`config.mk`:
```
export PLATFORM = sky130hd
export DESIGN_NAME = alu_issue_queue_flat
export DESIGN_NICKNAME = d
export VERILOG_FILES = /design/src/rtl/alu_issue_queue_pkg.sv /design/src/rtl/alu_issue_queue_if.sv /design/src/rtl/alu_isq_select.sv /design/src/rtl/alu_issue_queue.sv /design/src/flat_wrapper.sv
export SDC_FILE = /design/constraint.sdc
export NUM_CORES = 2
export LEC_CHECK = 0
export BUFFER_PORTS_ARGS = -buffer_cell sky130_fd_sc_hd__buf_2
export CORE_AREA = 2 2 234 236
export DETAILED_ROUTE_END_ITERATION = 8
export DIE_AREA = 0 0 236 238
export PLACE_DENSITY_LB_ADDON = 0.12
export REMOVE_ABC_BUFFERS = 1
export SYNTH_ARGS = -nofsm -noshare
export SYNTH_HDL_FRONTEND = slang
export SYNTH_SLANG_ARGS = --single-unit
```
`constraint.sdc`:
```
create_clock -name clk -period 6.83 [get_ports clk]
set_input_delay 0.3415 -clock clk [delete_from_list [all_inputs] [get_ports clk]]
set_output_delay 0.3415 -clock clk [all_outputs]
set_load 0.01 [all_outputs]
```
`src/rtl/alu_issue_queue_pkg.sv`:
```
// Shared types and constants for the ALU issue queue slice.
// Feature macro: ALU_ISQ_BYPASS_EN (same-cycle wakeup bypass into select/issue).
package alu_issue_queue_pkg;

    localparam int unsigned ALU_ISQ_DEPTH = 4;

    typedef logic [31:0] word_t;
    typedef logic [31:0] addr_t;
    typedef logic [3:0]  regtag_t;
    typedef logic [4:0]  regaddr_t;
    typedef logic [5:0]  sinst_t;

    localparam regtag_t UNLOCKED = '0;

    typedef struct packed {
        sinst_t   op;
        addr_t    pc;
        regtag_t  tagx;
        regtag_t  tagy;
        regtag_t  tagw;
        word_t    datax;
        word_t    datay;
        regaddr_t target;
    } isq_entry_t;

    // A broadcast only matches real tags; UNLOCKED never wakes anything.
    function automatic logic tag_hit(regtag_t tag, logic wb_en, regtag_t wb_tag);
        return wb_en && (wb_tag != UNLOCKED) && (tag == wb_tag);
    endfunction

endpackage

```
`src/rtl/alu_issue_queue_if.sv`:
```
// Dispatch, writeback-broadcast and issue bundle of the ALU issue queue.
// Feature macro: none (ALU_ISQ_BYPASS_EN only affects the queue internals).
interface alu_issue_queue_if #(parameter int unsigned IDX_W = 2);
    import alu_issue_queue_pkg::*;

    logic     disp_valid;
    logic     disp_ready;
    sinst_t   disp_op;
    addr_t    disp_pc;
    regtag_t  disp_tagx;
    regtag_t  disp_tagy;
    regtag_t  disp_tagw;
    word_t    disp_datax;
    word_t    disp_datay;
    regaddr_t disp_target;

    logic     wb_en;
    regtag_t  wb_tag;
    word_t    wb_data;

    logic     alu_busy_out;
    sinst_t   alu_op;
    addr_t    alu_pc;
    regtag_t  alu_tagx;
    regtag_t  alu_tagy;
    regtag_t  alu_tagw;
    word_t    alu_datax;
    word_t    alu_datay;
    regaddr_t alu_target;

    logic [IDX_W:0] count;

    modport slave (
        input  disp_valid, disp_op, disp_pc, disp_tagx, disp_tagy, disp_tagw,
               disp_datax, disp_datay, disp_target, wb_en, wb_tag, wb_data,
        output disp_ready, alu_busy_out, alu_op, alu_pc, alu_tagx, alu_tagy,
               alu_tagw, alu_datax, alu_datay, alu_target, count
    );

    modport master (
        output disp_valid, disp_op, disp_pc, disp_tagx, disp_tagy, disp_tagw,
               disp_datax, disp_datay, disp_target, wb_en, wb_tag, wb_data,
        input  disp_ready, alu_busy_out, alu_op, alu_pc, alu_tagx, alu_tagy,
               alu_tagw, alu_datax, alu_datay, alu_target, count
    );

endinterface

```
`src/rtl/alu_isq_select.sv`:
```
// Combinational oldest-ready picker: lowest rank among valid & ready entries.
// Feature macro: none.
module alu_isq_select #(
    parameter int unsigned DEPTH = 4,
    parameter int unsigned IDX_W = 2
) (
    input  logic [DEPTH-1:0]       valid,
    input  logic [DEPTH-1:0]       ready,
    input  logic [DEPTH*IDX_W-1:0] rank,
    output logic                   hit,
    output logic [IDX_W-1:0]       idx
);

    logic [IDX_W-1:0] best;

    always_comb begin
        hit  = 1'b0;
        idx  = '0;
        best = '0;
        for (int unsigned i = 0; i < DEPTH; i++) begin
            if (valid[i] && ready[i] && (!hit || (rank[i*IDX_W +: IDX_W] < best))) begin
                hit  = 1'b1;
                idx  = IDX_W'(i);
                best = rank[i*IDX_W +: IDX_W];
            end
        end
    end

endmodule

```
`src/rtl/alu_issue_queue.sv`:
```
// Reservation station for the integer ALU: wakeup, oldest-ready issue, flush.
// Feature macro: ALU_ISQ_BYPASS_EN lets a same-cycle broadcast make an entry issuable.
module alu_issue_queue
    import alu_issue_queue_pkg::*;
#(
    parameter int unsigned DEPTH = ALU_ISQ_DEPTH,
    parameter int unsigned IDX_W = 2
) (
    input  logic             clk,
    input  logic             rst_n,
    input  logic             rdy,
    input  logic             flush,
    alu_issue_queue_if.slave bus
);

    localparam logic [IDX_W:0] FULL_CNT = (IDX_W+1)'(DEPTH);

    isq_entry_t             ent   [DEPTH];
    logic [IDX_W-1:0]       rank  [DEPTH];
    logic [DEPTH-1:0]       valid;
    logic [IDX_W:0]         cnt;

    logic [DEPTH-1:0]       wx, wy, ww, ready;
    logic [DEPTH*IDX_W-1:0] rank_flat;
    logic                   sel_hit;
    logic [IDX_W-1:0]       sel_idx;
    logic [IDX_W-1:0]       sel_rank;
    logic                   free_found;
    logic [IDX_W-1:0]       free_idx;
    logic                   accept;
    logic                   issue;
    isq_entry_t             disp_entry;
    isq_entry_t             sel_entry;

    assign bus.disp_ready = (cnt < FULL_CNT);
    assign bus.count      = cnt;
    assign accept         = bus.disp_valid && bus.disp_ready;
    assign issue          = sel_hit;
    assign sel_rank       = rank[sel_idx];

    always_comb begin
        wx        = '0;
        wy        = '0;
        ww        = '0;
        ready     = '0;
        rank_flat = '0;
        for (int unsigned i = 0; i < DEPTH; i++) begin
            wx[i] = valid[i] && tag_hit(ent[i].tagx, bus.wb_en, bus.wb_tag);
            wy[i] = valid[i] && tag_hit(ent[i].tagy, bus.wb_en, bus.wb_tag);
            ww[i] = valid[i] && tag_hit(ent[i].tagw, bus.wb_en, bus.wb_tag);
`ifdef ALU_ISQ_BYPASS_EN
            ready[i] = (ent[i].tagx == UNLOCKED || wx[i]) &&
                       (ent[i].tagy == UNLOCKED || wy[i]) &&
                       (ent[i].tagw == UNLOCKED || ww[i]);
`else
            ready[i] = (ent[i].tagx == UNLOCKED) &&
                       (ent[i].tagy == UNLOCKED) &&
                       (ent[i].tagw == UNLOCKED);
`endif
            rank_flat[i*IDX_W +: IDX_W] = rank[i];
        end
    end

    alu_isq_select #(
        .DEPTH(DEPTH),
        .IDX_W(IDX_W)
    ) u_select (
        .valid(valid),
        .ready(ready),
        .rank (rank_flat),
        .hit  (sel_hit),
        .idx  (sel_idx)
    );

    always_comb begin
        free_found = 1'b0;
        free_idx   = '0;
        for (int unsigned i = 0; i < DEPTH; i++) begin
            if (!valid[i] && !free_found) begin
                free_found = 1'b1;
                free_idx   = IDX_W'(i);
            end
        end
    end

    // Incoming operands see the same-cycle broadcast so a wakeup is never missed.
    always_comb begin
        disp_entry = '{op: bus.disp_op, pc: bus.disp_pc,
                       tagx: bus.disp_tagx, tagy: bus.disp_tagy, tagw: bus.disp_tagw,
                       datax: bus.disp_datax, datay: bus.disp_datay,
                       target: bus.disp_target};
        if (tag_hit(bus.disp_tagx, bus.wb_en, bus.wb_tag)) begin
            disp_entry.tagx  = UNLOCKED;
            disp_entry.datax = bus.wb_data;
        end
        if (tag_hit(bus.disp_tagy, bus.wb_en, bus.wb_tag)) begin
            disp_entry.tagy  = UNLOCKED;
            disp_entry.datay = bus.wb_data;
        end
        if (tag_hit(bus.disp_tagw, bus.wb_en, bus.wb_tag)) begin
            disp_entry.tagw = UNLOCKED;
        end
    end

    always_comb begin
        sel_entry = ent[sel_idx];
`ifdef ALU_ISQ_BYPASS_EN
        if (wx[sel_idx]) sel_entry.datax = bus.wb_data;
        if (wy[sel_idx]) sel_entry.datay = bus.wb_data;
`endif
    end

    always_ff @(posedge clk or negedge rst_n) begin
        if (!rst_n) begin
            valid            <= '0;
            cnt              <= '0;
            bus.alu_busy_out <= 1'b0;
            bus.alu_op       <= '0;
            bus.alu_pc       <= '0;
            bus.alu_tagx     <= UNLOCKED;
            bus.alu_tagy     <= UNLOCKED;
            bus.alu_tagw     <= UNLOCKED;
            bus.alu_datax    <= '0;
            bus.alu_datay    <= '0;
            bus.alu_target   <= '0;
            for (int unsigned i = 0; i < DEPTH; i++) begin
                ent[i]  <= '0;
                rank[i] <= '0;
            end
        end else if (rdy) begin
            if (flush) begin
                valid            <= '0;
                cnt              <= '0;
                bus.alu_busy_out <= 1'b0;
            end else begin
                for (int unsigned i = 0; i < DEPTH; i++) begin
                    if (wx[i]) begin
                        ent[i].tagx  <= UNLOCKED;
                        ent[i].datax <= bus.wb_data;
                    end
                    if (wy[i]) begin
                        ent[i].tagy  <= UNLOCKED;
                        ent[i].datay <= bus.wb_data;
                    end
                    if (ww[i]) ent[i].tagw <= UNLOCKED;
                    // Younger entries close the gap left by the issued one.
                    if (issue && (IDX_W'(i) == sel_idx)) begin
                        valid[i] <= 1'b0;
                    end else if (issue && valid[i] && (rank[i] > sel_rank)) begin
                        rank[i] <= rank[i] - IDX_W'(1);
                    end
                end
                if (accept) begin
                    valid[free_idx] <= 1'b1;
                    ent[free_idx]   <= disp_entry;
                    rank[free_idx]  <= cnt[IDX_W-1:0] - IDX_W'(issue);
                end
                cnt <= cnt + (IDX_W+1)'(accept) - (IDX_W+1)'(issue);
                if (issue) begin
                    bus.alu_busy_out <= 1'b1;
                    bus.alu_op       <= sel_entry.op;
                    bus.alu_pc       <= sel_entry.pc;
                    bus.alu_tagx     <= UNLOCKED;
                    bus.alu_tagy     <= UNLOCKED;
                    bus.alu_tagw     <= UNLOCKED;
                    bus.alu_datax    <= sel_entry.datax;
                    bus.alu_datay    <= sel_entry.datay;
                    bus.alu_target   <= sel_entry.target;
                end else begin
                    bus.alu_busy_out <= 1'b0;
                end
            end
        end
    end

endmodule

```
`src/flat_wrapper.sv`:
```
// flat-port wrapper written by rule: the top's interface ports become plain ports
module alu_issue_queue_flat import alu_issue_queue_pkg::*;
#(
    parameter int unsigned DEPTH = ALU_ISQ_DEPTH,
    parameter int unsigned IDX_W = 2
)
  (clk, rst_n, rdy, flush, bus_disp_valid, bus_disp_op, bus_disp_pc, bus_disp_tagx, bus_disp_tagy, bus_disp_tagw, bus_disp_datax, bus_disp_datay, bus_disp_target, bus_wb_en, bus_wb_tag, bus_wb_data, bus_disp_ready, bus_alu_busy_out, bus_alu_op, bus_alu_pc, bus_alu_tagx, bus_alu_tagy, bus_alu_tagw, bus_alu_datax, bus_alu_datay, bus_alu_target, bus_count);
  alu_issue_queue_if #(.IDX_W(IDX_W)) bus_i ();
  input  logic clk;
  input  logic rst_n;
  input  logic rdy;
  input  logic flush;
  input wire logic [$bits(bus_i.disp_valid)-1:0] bus_disp_valid;
  input wire logic [$bits(bus_i.disp_op)-1:0] bus_disp_op;
  input wire logic [$bits(bus_i.disp_pc)-1:0] bus_disp_pc;
  input wire logic [$bits(bus_i.disp_tagx)-1:0] bus_disp_tagx;
  input wire logic [$bits(bus_i.disp_tagy)-1:0] bus_disp_tagy;
  input wire logic [$bits(bus_i.disp_tagw)-1:0] bus_disp_tagw;
  input wire logic [$bits(bus_i.disp_datax)-1:0] bus_disp_datax;
  input wire logic [$bits(bus_i.disp_datay)-1:0] bus_disp_datay;
  input wire logic [$bits(bus_i.disp_target)-1:0] bus_disp_target;
  input wire logic [$bits(bus_i.wb_en)-1:0] bus_wb_en;
  input wire logic [$bits(bus_i.wb_tag)-1:0] bus_wb_tag;
  input wire logic [$bits(bus_i.wb_data)-1:0] bus_wb_data;
  output wire logic [$bits(bus_i.disp_ready)-1:0] bus_disp_ready;
  output wire logic [$bits(bus_i.alu_busy_out)-1:0] bus_alu_busy_out;
  output wire logic [$bits(bus_i.alu_op)-1:0] bus_alu_op;
  output wire logic [$bits(bus_i.alu_pc)-1:0] bus_alu_pc;
  output wire logic [$bits(bus_i.alu_tagx)-1:0] bus_alu_tagx;
  output wire logic [$bits(bus_i.alu_tagy)-1:0] bus_alu_tagy;
  output wire logic [$bits(bus_i.alu_tagw)-1:0] bus_alu_tagw;
  output wire logic [$bits(bus_i.alu_datax)-1:0] bus_alu_datax;
  output wire logic [$bits(bus_i.alu_datay)-1:0] bus_alu_datay;
  output wire logic [$bits(bus_i.alu_target)-1:0] bus_alu_target;
  output wire logic [$bits(bus_i.count)-1:0] bus_count;
  assign bus_i.disp_valid = bus_disp_valid;
  assign bus_i.disp_op = bus_disp_op;
  assign bus_i.disp_pc = bus_disp_pc;
  assign bus_i.disp_tagx = bus_disp_tagx;
  assign bus_i.disp_tagy = bus_disp_tagy;
  assign bus_i.disp_tagw = bus_disp_tagw;
  assign bus_i.disp_datax = bus_disp_datax;
  assign bus_i.disp_datay = bus_disp_datay;
  assign bus_i.disp_target = bus_disp_target;
  assign bus_i.wb_en = bus_wb_en;
  assign bus_i.wb_tag = bus_wb_tag;
  assign bus_i.wb_data = bus_wb_data;
  assign bus_disp_ready = bus_i.disp_ready;
  assign bus_alu_busy_out = bus_i.alu_busy_out;
  assign bus_alu_op = bus_i.alu_op;
  assign bus_alu_pc = bus_i.alu_pc;
  assign bus_alu_tagx = bus_i.alu_tagx;
  assign bus_alu_tagy = bus_i.alu_tagy;
  assign bus_alu_tagw = bus_i.alu_tagw;
  assign bus_alu_datax = bus_i.alu_datax;
  assign bus_alu_datay = bus_i.alu_datay;
  assign bus_alu_target = bus_i.alu_target;
  assign bus_count = bus_i.count;
  alu_issue_queue #(.DEPTH(DEPTH), .IDX_W(IDX_W)) u_core (.clk(clk), .rst_n(rst_n), .rdy(rdy), .flush(flush), .bus(bus_i));
endmodule
```
Yosys cells after proc, flatten, opt, wreduce, memory -nomap -nowiden
Cells that the tools add are included.
{ "op_classes": {"addsub": 7, "n_lt_le_gt_ge": 13, "eq_ne": 18, "n_mux": 130, "bitwise": 4, "reduce_logical": 89} }
{ "op_table": {"columns": ["operator", "count"], "rows": [
  ["two-way mux 32 bit", 26],
  ["bitwise mux 476 bit", 1],
  ["two-way mux 438 bit", 1],
  ["two-way mux 119 bit", 3],
  ["binary-select mux 119 bit (select 2 bit)", 1],
  ["demux 119 bit (select 2 bit)", 1],
  ["two-way mux 4 bit", 41],
  ["logical AND 1 bit", 61],
  ["== test 4 bit", 15],
  ["two-way mux 2 bit", 26],
  ["logical NOT 4 bit", 12],
  ["two-way mux 1 bit", 24],
  ["bitwise mux 8 bit", 1],
  ["> comparator 2 bit", 4],
  ["logical NOT 1 bit", 8],
  ["two-way mux 8 bit", 1],
  ["subtractor 2 x 1 -> 2 bit, second input constant", 4],
  ["greater-or-equal comparator 3 bit, second input constant", 2],
  ["< comparator 2 bit", 3],
  ["NOT 2 -> 3 bit", 2],
  ["AND reduction 3 bit", 2],
  ["binary-select mux 2 bit (select 2 bit)", 1],
  ["demux 2 bit (select 2 bit)", 1],
  ["== test 2 bit, first input constant", 2],
  ["16 further kinds", 18]
]} }
{ "word_totals": {"regBits": 599, "output_inout_bits": 124, "elab_cells": 305} }

Longest topological paths before layout
{ "logic_depth": {"word_depth": 29, "ltp_mapped": 35} }

Cells and area by module
A second synthesis with hierarchy kept.
{ "hier_totals": {"hier_cells": 2568, "area_unflattened_um2": 28289.6} }
{ "modules_own_cells": {"columns": ["module", "instances", "cells_per_inst", "area_per_inst_um2", "seq_area_each_um2"], "rows": [
  ["alu_issue_queue", 1, 2530, 27995.6, 14989.4],
  ["alu_isq_select", 1, 38, 294.0, 0.0]
]} }

Least setup slack after synthesis
OpenSTA, ideal clock, no wires.
{ "synth_path": {"path_kind": "register to register", "from": "register u_core.ent[435] (netlist bit)", "to": "register u_core.rank[2] (netlist bit)", "setup_time_ns": 0.099, "t_arrival_ns": 6.533, "path_slack_ns": 0.198, "path_stages_with_launch": 34, "n_path_buf": 6, "period_less_slack_ns": 6.632, "path_cell_list": "dfrtp_1 nor4_1 and4_1 nand2_1 ha_1 a21oi_1 o21a_1 clkbuf_1 clkbuf_1 nor2_1 a21oi_1 ha_1 nor2_1 o21ai_1 o21a_1 buf_2 buf_1 o21ai_0 ha_1 nor2_1 a211oi_1 a221oi_4 buf_2 buf_2 a311oi_1 a21oi_1 a21oi_1 ha_1 nor2_1 nand2_1 a31oi_1 o211a_1 nor3_1 a311oi_1"} }
{ "synth_between": {"elab_chain_cells": 29, "elab_cells_between_ends": 42} }
{ "synth_rtl": {"columns": ["element", "line_no", "source"], "rows": [
  ["start: declaration", "alu_issue_queue.sv:18", "isq_entry_t ent [DEPTH];"],
  ["start signal: indexed assignment", "alu_issue_queue.sv:155", "ent[free_idx] <= disp_entry;"],
  ["logical NOT 4 bit *", "alu_issue_queue.sv:56", "ready[i] = (ent[i].tagx == UNLOCKED) &&"],
  ["logical AND 1 bit *", "alu_issue_queue.sv:56", null],
  ["logical AND 1 bit *", "alu_issue_queue.sv:57", "(ent[i].tagy == UNLOCKED) &&"],
  ["logical AND 1 bit *", "alu_isq_select.sv:21", "if (valid[i] && ready[i] && (!hit || (rank[i*IDX_W +: IDX_W] < best))) begin"],
  ["two-way mux 2 bit / two-way mux 1 bit (equally long branches)", "alu_isq_select.sv:21", null],
  ["< comparator 2 bit / logical NOT 1 bit (equally long branches)", "alu_isq_select.sv:21", null],
  ["logical OR 1 bit", "alu_isq_select.sv:21", null],
  ["logical AND 1 bit", "alu_isq_select.sv:21", null],
  ["[... 13 more ...]", null, null],
  ["> comparator 2 bit", "alu_issue_queue.sv:149", "end else if (issue && valid[i] && (rank[i] > sel_rank)) begin"],
  ["logical AND 1 bit", "alu_issue_queue.sv:149", null],
  ["two-way mux 2 bit", "alu_issue_queue.sv:149", null],
  ["two-way mux 2 bit", "alu_issue_queue.sv:147", "if (issue && (IDX_W'(i) == sel_idx)) begin"],
  ["two-way mux 2 bit", "alu_issue_queue.sv:131", "if (flush) begin"],
  ["two-way mux 2 bit", "alu_issue_queue.sv:130", "end else if (rdy) begin"],
  ["bitwise mux 8 bit", "alu_issue_queue.sv:156", "rank[free_idx] <= cnt[IDX_W-1:0] - IDX_W'(issue);"],
  ["two-way mux 8 bit *", "alu_issue_queue.sv:153", "if (accept) begin"],
  ["end signal: indexed assignment", "alu_issue_queue.sv:150", "rank[i] <= rank[i] - IDX_W'(1);"],
  ["end signal: indexed assignment", "alu_issue_queue.sv:156", null],
  ["end: declaration", "alu_issue_queue.sv:19", "logic [IDX_W-1:0] rank [DEPTH];"]
]} }
Mark *: on every way between the ends. The rest lies on a longest branch, timed or not. The select of a mux whose other input is x is not followed.
A chain may end at the register's enable or synchronous reset.

Final worst setup path
Same ends and word-level chain as after synthesis.

==> summary.md <==
| Metric | Value |
|---|---|
| Antenna violations before repair | `2` |
| Wire per inst | `23.03 µm` |
| Data arrival, critical path | `6920 ps` |
| Crit-path slowest cell | `a211oi_1` |
| Critical path startpoint category | `flip-flop` |
| Worst rel slew slack | `18.07%` |
| Util after Layout | `61.73%` |
| Hold crit path type | `in -> reg` |
| Cell Pwr Density | `306.1 nW/µm²` |
| Largest net degree at the start of global routing | `191` |
| Int Power | `7.134 mW` |
| RSZ-0062 raised after global routing | `false` |
| Footprint of the multi-input gates | `12,610 µm²` |
| IO Count | `285` |
| Sw Pwr | `2.975 mW` |
| Post-route clock period utilization | `93.77%` |
| Main synth FF type | `dfrtp_1` |
| Reg power frac | `48.1%` |
| CP required | `7340 ps` |
| Via Count | `27,037` |
| Synth warnings | `0` |
| Leakage | `15.43 nW` |
| Hpwl dp | `53.76 mm` |
| Core area | `53,500 µm²` |
| Cell area after synthesis | `28,790 µm²` |
| Number of global-route vias before repair | `26,444` |
| Hold Vio Cnt, Final | `0` |
| CTS max path bufs | `3` |
| Final WS setup | `425.4 ps` |
| Max FO, Critical Path | `6` |
| Crit path kind | `reg -> reg` |
| Starting Density | `53.81%` |
| Crit path capture type | `flip-flop` |
| GP Congestion | `0.9112` |
| Least-Margin Pin Slew | `1225 ps` |
| DR pass1 iterations | `6` |
| Worst Skew | `29.88 ps` |
| Post-route insts no fill | `4,229` |
| Power Total | `10.11 mW` |
| Synth-to-layout area growth | `14.72%` |
| Initial DRC Count | `3,120` |
| Routed WL | `97.40 mm` |
| FF+latch area | `14,990 µm²` |
| Port bufs | `272` |
| Setup-failing EPs final | `0` |
| # clock sinks | `599` |
| VDD IR max | `0.1977 mV` |
| Number of remaining DRC errors | `0` |
| Die width | `236 µm` |
| Layout cells sized above 1 | `14.89%` |
| Placed Instance Area | `30,510 µm²` |
| Dpl cells | `4,073` |
| Post-CTS setup buffers | `0` |
| CTS root buf | `clkbuf_16` |
| Gate power share | `17.7%` |
| Distinct cell type count of the synthesized netlist | `59` |
| DR vias/cell | `6.393` |
| First-pass GRT wire length | `152.1 mm` |
| Die Y | `238 µm` |
| Layout filler cell count | `4,541` |
| Worst-path clk slew | `60 ps` |
| TritonCTS buffer count | `66` |
| FFs w/ async S/R, synth | `100.0%` |
| Post-synth EDFFs | `0` |
| Minimum clock period | `6405 ps` |
| CTS tree | `built` |
| Post-synthesis cell count | `3,353` |
| Die area | `56,170 µm²` |
| Finished Cell Area | `33,020 µm²` |
| Flop-to-flop setup slack | `430 ps` |
| CP max stage delay | `470 ps` |
| Setup WS pre-CTS | `613.7 ps` |
| Clock Power Share | `34.2%` |
| Nets | `3,662` |
| H-tree levels | `3` |
| Post-synthesis sequential area ratio | `52.07%` |
| Number of synthesized register bits | `599` |
| Total grt overflow | `0` |
| Maxcap violations | `0` |
| Clock Latency Late Sink | `610 ps` |
| Sw Share | `29.43%` |
| Total track usage | `34.43%` |
| Syn_area_per_cell | `8.585 µm²` |
| Status | `complete, no violations` |
| # rows | `85` |
| Fmax | `156.1 MHz` |
| Post-detailed-route count of antenna-violating nets | `0` |
| Final Max Tran Viols | `0` |
worst max-delay path: cells and delay by family (launching register included):
| family | cells | cell delay [ps] |
|---|---|---|
| AOI/OAI and AO/OA | 14 | 3110 |
| adders and majority gates | 4 | 1230 |
| DFF | 1 | 410 |
| and+or+nand+nor | 10 | 1560 |
cells in the mapped netlist (18+ instances only):
| library cell | count | share of area, % |
|---|---|---|
| buf_2 | 43 | 0.75 |
| o22ai_1 | 301 | 6.5 |
| nand3_1 | 104 | 1.8 |
| xor2_1 | 44 | 1.3 |
| clkbuf_1 | 228 | 3.0 |
| inv_1 | 52 | 0.68 |
| mux2_2 | 64 | 2.5 |
| nor4_1 | 18 | 0.39 |
| nor2_1 | 438 | 5.7 |
| a32oi_1 | 18 | 0.55 |
| dfrtp_1 | 599 | 52 |
| a221oi_1 | 63 | 1.9 |
| a31oi_1 | 31 | 0.67 |
| o21ai_0 | 21 | 0.37 |
| buf_1 | 29 | 0.38 |
| a21oi_1 | 506 | 8.8 |
| nand2_1 | 648 | 8.4 |
flip-flops by register name, indices dropped and copies added, names as in the netlist:
signal                   count
u_core.ent                 476
u_core.bus.alu_target        5
u_core.bus.alu_busy_out      1
u_core.valid                 4
u_core.bus.alu_datay        32
u_core.bus.alu_datax        32
u_core.bus.alu_op            6
u_core.bus.alu_pc           32
u_core.bus.count             3
u_core.rank                  8
layout make-up:
type	count	share of cell area (%)
Clock inverter	9	0.1667
Multi-Input combinational cell	2400	38.18
Clock buffer	102	6.089
Tap cell	696	2.637
Inverter	52	0.5911
Antenna cell	1	0.007578
Sequential cell	599	45.39
Timing Repair Buffer	370	6.941
through the flow:
stage               hold WS [ps]  setup TNS, ps
finish                     69.91              0
global route               69.54              0
CTS                        45.58              0
detailed placement         410.9              0
global placement           401.6              0
floorplan                  45.91       -2894450
layer usage:
metal  GRT usage, %  wire [µm]  vias to the layer above
met2          52.43      44010                     1636
met1          48.09      39480                    13223
met3          6.883      10100                      275
met5              0         13                        -
li1               -          -                    11901
met4          15.13       3797                        2
what timing repair did:
action / CTS / global route
gates resized for setup: 0 / 0
endpoints found under the hold margin: 254 / 0
hold buffers: 44 / 0
cell families (layout without fill, tap and decap cells):
logic type	count (synthesis)	after routing	synth area share, %
AOI/OAI and AO/OA	978	978	19.98
other	1	13	0.01303
buffers and inverters	365	533	5.116
DFF	599	599	52.07
adders and majority gates	13	13	0.5824
xor gates and xnor gates	61	61	1.856
muxes	66	66	2.573
and+or+nand+nor	1270	1270	17.81
worst paths after layout:
kind / cells past startpoint / start / to
worst max-delay path: 28 / u_core.ent[435]$_DFFE_PN0P_ / u_core.rank[2]$_DFFE_PN0P_
worst min-delay path: 2 / rdy / u_core.bus.count[1]$_DFFE_PN0P_
worst max register to register: 28 / u_core.ent[435]$_DFFE_PN0P_ / u_core.rank[2]$_DFFE_PN0P_
worst min register to register: 2 / u_core.ent[332]$_DFFE_PN0P_ / u_core.ent[332]$_DFFE_PN0P_
max in group asynchronous: 3 / rst_n / u_core.bus.alu_pc[3]$_DFFE_PN0P_
min in group asynchronous: 2 / rst_n / u_core.bus.alu_datax[10]$_DFFE_PN0P_
cells in the final DEF (no fill, tap or decap), drive strengths merged, types with 64 or more instances in the layout:
cell and count:
nand3 104, dfrtp 599, a221oi 64, clkbuf 102, nand2 648, nor2 438, o22ai 301, a21oi 506
mux2 64, buf 326
power by group through the flow:
stage	Sequential, mW	Combinational [mW]	Clock [mW]
finish	4.86	1.79	3.46
global route	4.95	2.02	3.65
floorplan	4.81	1.20	0
global placement	4.85	1.68	0
detailed placement	4.90	1.75	0
CTS	4.84	1.78	3.49
(Power assumes the default switching activity.)
